<file path="src/rtl/text_console.sv">
// text_console: character-stream terminal writer driving the write port of a text video RAM
module text_console #(
  parameter int COLUMNS = 40,
  parameter int ROWS    = 15,
  parameter int A       = 10,
  parameter int D       = 8
) (
  input  logic         clk,
  input  logic         reset,
  input  logic [7:0]   in_data,
  input  logic         in_valid,
  output logic         in_ready,
  output logic [A-1:0] mem_addr,
  output logic [D-1:0] mem_wdata,
  output logic         mem_we,
  input  logic [D-1:0] mem_rdata,
  output logic [A-1:0] cursor_addr,
  output logic         busy
);
  localparam int CW = $clog2(COLUMNS);
  localparam int RW = $clog2(ROWS);
  localparam logic [CW-1:0] COL_MAX  = CW'(COLUMNS - 1);
  localparam logic [RW-1:0] ROW_MAX  = RW'(ROWS - 1);
  localparam logic [A-1:0]  NCOL     = A'(COLUMNS);
  localparam logic [A-1:0]  LAST_SRC = A'((ROWS - 1) * COLUMNS - 1);
  localparam logic [A-1:0]  LAST_ROW = A'((ROWS - 1) * COLUMNS);
  localparam logic [A-1:0]  LAST     = A'(ROWS * COLUMNS - 1);

  typedef enum logic [2:0] {CLEAR, IDLE, PUT, SCROLL_RD, SCROLL_WR, CLEAR_ROW} state_t;

  state_t        state_q, state_d;
  logic [CW-1:0] col_q, col_d;
  logic [RW-1:0] row_q, row_d;
  logic [A-1:0]  idx_q, idx_d;
  logic [7:0]    ch_q, ch_d;
  logic          bs_q, bs_d;
  logic [A-1:0]  cur;

  assign cur = A'(row_q) * NCOL + A'(col_q);

  // reset gates the decoded outputs so nothing is written in the reset cycle
  assign in_ready    = !reset && state_q == IDLE;
  assign busy        = reset || !(state_q inside {IDLE, PUT});
  assign mem_we      = !reset && (state_q inside {PUT, SCROLL_WR, CLEAR_ROW, CLEAR});
  assign mem_addr    = reset ? '0 : state_q == PUT ? cur : state_q == SCROLL_RD ? idx_q + NCOL : idx_q;
  assign mem_wdata   = state_q == PUT ? D'(ch_q) : state_q == SCROLL_WR ? mem_rdata : D'(8'h20);
  assign cursor_addr = reset ? '0 : cur;

  always_comb begin
    state_d = state_q;
    col_d   = col_q;
    row_d   = row_q;
    idx_d   = idx_q;
    ch_d    = ch_q;
    bs_d    = bs_q;
    case (state_q)
      IDLE: if (in_valid) begin
        ch_d = in_data;
        bs_d = 1'b0;
        if (in_data >= 8'h20 && in_data <= 8'h7e) state_d = PUT;
        else if (in_data == 8'h0d) col_d = '0;
        else if (in_data == 8'h0a) begin
          col_d = '0;
          if (row_q != ROW_MAX) row_d = row_q + 1'b1;
          else begin
            idx_d   = '0;
            state_d = SCROLL_RD;
          end
        end else if (in_data == 8'h08) begin
          if (col_q != '0) begin
            col_d   = col_q - 1'b1;
            ch_d    = 8'h20;
            bs_d    = 1'b1;
            state_d = PUT;
          end
        end else if (in_data == 8'h0c) begin
          col_d   = '0;
          row_d   = '0;
          idx_d   = '0;
          state_d = CLEAR;
        end
      end
      PUT: begin
        state_d = IDLE;
        if (!bs_q) begin
          if (col_q != COL_MAX) col_d = col_q + 1'b1;
          else begin
            col_d = '0;
            if (row_q != ROW_MAX) row_d = row_q + 1'b1;
            else begin
              idx_d   = '0;
              state_d = SCROLL_RD;
            end
          end
        end
      end
      SCROLL_RD: state_d = SCROLL_WR;
      SCROLL_WR: begin
        idx_d   = idx_q == LAST_SRC ? LAST_ROW : idx_q + 1'b1;
        state_d = idx_q == LAST_SRC ? CLEAR_ROW : SCROLL_RD;
      end
      CLEAR, CLEAR_ROW: begin
        idx_d   = idx_q == LAST ? idx_q : idx_q + 1'b1;
        state_d = idx_q == LAST ? IDLE : state_q;
      end
      default: state_d = CLEAR;
    endcase
  end

  always_ff @(posedge clk) begin
    if (reset) begin
      state_q <= CLEAR;
      col_q   <= '0;
      row_q   <= '0;
      idx_q   <= '0;
      ch_q    <= '0;
      bs_q    <= 1'b0;
    end else begin
      state_q <= state_d;
      col_q   <= col_d;
      row_q   <= row_d;
      idx_q   <= idx_d;
      ch_q    <= ch_d;
      bs_q    <= bs_d;
    end
  end
endmodule

</file>
<file path="config.mk">
export PLATFORM = sky130hd
export DESIGN_NAME = text_console
export DESIGN_NICKNAME = d
export VERILOG_FILES = /design/src/rtl/text_console.sv
export SDC_FILE = /design/constraint.sdc
export NUM_CORES = 1
export LEC_CHECK = 0
export ABC_AREA = 1
export CELL_PAD_IN_SITES_DETAIL_PLACEMENT = 1
export CELL_PAD_IN_SITES_GLOBAL_PLACEMENT = 2
export CORE_UTILIZATION = 28
export DETAILED_ROUTE_END_ITERATION = 7
export PLACE_DENSITY_LB_ADDON = 0.1
export SYNTH_ARGS = -nofsm -noshare
export SYNTH_HDL_FRONTEND = slang
export SYNTH_SLANG_ARGS = --single-unit
</file>
<file path="constraint.sdc">
create_clock -name clk -period 2.9 [get_ports clk]
set_clock_uncertainty 0.05 [all_clocks]
set_input_delay 0.58 -clock clk [delete_from_list [all_inputs] [get_ports clk]]
set_output_delay 0.58 -clock clk [all_outputs]
set_load 0.02 [all_outputs]
</file>
==> impl_metrics.py <==
metrics = {
    "logic_synthesis": {
        "yosys.area_share.xor_xnor": 0.0167,
        "async_flop_share": 0,
        "synth_area_um2": 3140,
        "ys_seq_area_frac": 0.204,
        "yosys_warnings": 0,
        "yosys.area.top_type": "dfxtp_1",
        "synth.avg_cell_area_um2": 5.75,
        "synth_compound_area_frac": 0.127,
        "yosys.area.top_type_share": 0.204,
        "yosys-top-cells-area": "dfxtp_1, nand2_1, nor2_1",
        "synth_cell_type_count": 33,
        "synthTopCellsByCount": "nand2_1, nor2_1, inv_1, nand3_1, dfxtp_1",
        "yosys_register_bits": 32,
        "synthAdderAreaFrac": 0.0686,
        "synth_top_family_by_area": "simple AND/OR/NAND/NOR gates",
        "yosysMostFrequentCell": "nand2_1",
        "synth_simple_gate_area_frac": 0.470,
        "synthFlopType": "dfxtp_1",
        "synthCells": 546,
        "syn-num-nets": 581,
        "synth_edf_count": 0,
        "muxShareOfSynthArea": 0,
    },
    "setup_path": {
        "worst_path_max_delay_cell": "fa_2",
        "start_kind": "register",
        "worst_setup_path_end_kind": "output pin",
        "max_stage_delay_ns": 0.54,
        "path_cells": "ha_4 > ha_4 > inv_2 > fa_2 > buf_4 > o21bai_4 > a21oi_2 > buf_4 > nor2_2 > nor2_1 > buf_4",
        "crit_fanout": 2,
        "required_ns": 2.27,
        "cpMostUsedCell": "buf_4",
        "crit_family": "adder cells",
        "arrival_ns": 2.31,
        "critPathBufInv": 4,
        "worstSetupPathType": "register to output pin",
    },
    "floorplanning": {
        "die_h_um": 108,
        "io_pins": 50,
        "die_width_um": 108,
        "rows": 38,
        "dieArea_um2": 11600,
        "core_um2": 10900,
        "start_util": 0.288,
    },
    "grt": {
        "grt-ovfl-total": 0,
        "track_usage": 0.216,
        "grt_max_degree": 19,
        "antenna_found_initial": 0,
        "grt_pass1_vias": 3875,
        "grt_pass1_wl_mm": 19.4,
    },
    "layout": {
        "layout.nets": 667,
        "diodes": 0,
        "final_area_um2": 4200,
        "final_cells": 772,
        "drive_gt1_frac": 0.177,
        "synthToLayoutAreaGrowth_pct": 33.7,
    },
    "clock_network": {
        "cts.clk_slew.worst_paths_ns": 0.07,
        "htree_levels": 2,
        "numCtsBuffers": 5,
        "cts-root-buf": "clkbuf_8",
        "ctsHoldBuffers": 0,
        "cts.path.max_buffers": 2,
        "tritoncts": "built",
        "insertion_delay_ns": 0.29,
        "cts.sinks": 32,
    },
    "timing": {
        "fmax_ghz": 0.340,
        "tightest_slew_ns": 0.473,
        "setup_viol": 4,
        "rsz0062_at_grt": "true",
        "setup_ws_ns": -0.0407,
        "slew_headroom": 0.684,
        "hold_viol": 0,
        "slew_viol_final": 0,
        "holdWs_ns": 0.428,
        "fin_crit_ns": 2.94,
        "finalCritPeriodShare": 1.01,
    },
    "power": {
        "p_int_mw": 1.67,
        "combPwrFrac": 0.685,
        "cellLeakagePower_nw": 2.07,
        "p_sw_mw": 1.87,
        "ir_drop_mv": 0.238,
        "seqPwrFrac": 0.216,
        "switching_share": 0.529,
        "p_clk_frac": 0.098,
        "power.density_nw_per_um2": 845,
    },
    "place": {
        "dp_cells": 760,
        "place_area_um2": 4060,
        "globalplace.congestion": 0.812,
        "hpwl_mm": 9.60,
        "portBuffers": 49,
    },
    "drt": {
        "vias_per_cell": 4.84,
        "dr.pass1.iters": 4,
        "ant_nets": 0,
        "route.detailed.drc": 0,
        "vias": 3733,
        "drtIter0Drc": 108,
        "drt-wirelength-per-cell_um": 15.2,
        "postRouteWirelength_mm": 11.8,
    },
    "worst_hold_path": {
        "hold_class": "register to register",
    },
    "outcome": {
        "violations": "negative setup slack",
        "status": "complete, but fails checks",
    },
    "flow_run": {
        "maxCapViolations": 0,
    },
}
==> flip-flops by register name (all words and copies together) (netlist names) <==
signal,count
bs_q,1
ch_q,8
col_q,6
idx_q,10
row_q,4
state_q,3
==> what timing repair did <==
item / in CTS / in global routing
resized for setup: 59 / 11
pin swaps: 10 / 4
setup endpoints to repair: 16 / 13
buffers inserted: 3 / 2
==> metrics by stage <==
step                      utilization  TNS (ns)  setup WS (ns)  power (mW)
after floorplan                     -         0         0.0322        2.31
after global placement          0.373     -1.32         -0.214        3.14
after detailed placement        0.373     -1.99         -0.307        3.19
after CTS                       0.385    -0.165        -0.0912        3.59
after global routing            0.385    -0.566         -0.140        3.91
final                           0.385    -0.114        -0.0407        3.54
==> kinds of logic (layout without fill, tap and decap cells) <==
group | after synthesis | count (layout)
compound gates | 70 | 70
buf+inv | 90 | 176
fa+ha+maj | 16 | 16
flops | 32 | 32
xor+xnor | 6 | 6
simple gates | 332 | 332
==> routing by layer <==
layer,part of all wire,global-route usage,up-vias
met5,0,0,-
met4,0.013,0.0479,0
met3,0.018,0.0242,12
met2,0.50,0.403,42
met1,0.46,0.262,1767
li1,-,-,1912
==> area by class of cell <==
| class | count | area, µm² |
|---|---|---|
| multi-input cells | 424 | 2210 |
| well taps | 140 | 175 |
| clock inverters | 1 | 5.00 |
| repair buffers | 96 | 818 |
| flip-flops and latches | 32 | 643 |
| clock buffers | 6 | 72.6 |
| fillers | 1477 | 6690 |
| inverters | 73 | 274 |
==> power by group through the flow <==
stage	clock, mW	sequential (mW)	combinational [mW]
global placement	0	0.767	2.37
finish	0.348	0.767	2.43
detailed placement	0	0.769	2.42
floorplan	0	0.725	1.58
global route	0.381	0.792	2.73
CTS	0.366	0.767	2.46
==> worst reg2reg max path, cell delays in order (launching register included) <==
cell	delay (ns)
dfxtp_1	0.36
inv_2	0.13
nand2_2	0.11
nor2_4	0.24
buf_4	0.21
buf_4	0.14
nand2_2	0.05
nand2_1	0.06
inv_1	0.04
nand2_1	0.09
nor2_4	0.06
nand2_4	0.19
nand2_1	0.08
nand2_1	0.06
nor2_1	0.04
==> cell usage in the layout, fill, tap and decap left out, drive strengths merged, types with 5 or more instances in the layout <==
cell / synthesis / layout
nand2: 148 / 148
nor2: 102 / 102
inv: 73 / 73
nand3: 65 / 65
buf: 10 / 54
clkdlybuf4s50: 0 / 33
dfxtp: 32 / 32
o21ai: 29 / 29
a21oi: 26 / 26
ha: 14 / 14
clkbuf: 7 / 10
nand4: 9 / 9
a22o: 7 / 7
xor2: 6 / 6
dlygate4sd2: 0 / 5
nor3: 5 / 5
==> path summary, 6_finish.rpt <==
| kind | depth (start not counted) | start | slack [ns] | endpoint |
|---|---|---|---|---|
| setup / recovery | 11 | row_q[1]$_SDFFE_PP0P_ | -0.04 | mem_addr[8] |
| hold / removal | 2 | ch_q[3]$_SDFFE_PP0P_ | 0.43 | ch_q[3]$_SDFFE_PP0P_ |
| hold reg to reg | 2 | ch_q[3]$_SDFFE_PP0P_ | 0.43 | ch_q[3]$_SDFFE_PP0P_ |
| setup reg to reg | 14 | state_q[2]$_SDFFE_PP0P_ | 0.87 | idx_q[7]$_SDFFE_PP0P_ |
Power figures use the tool's default switching activity.
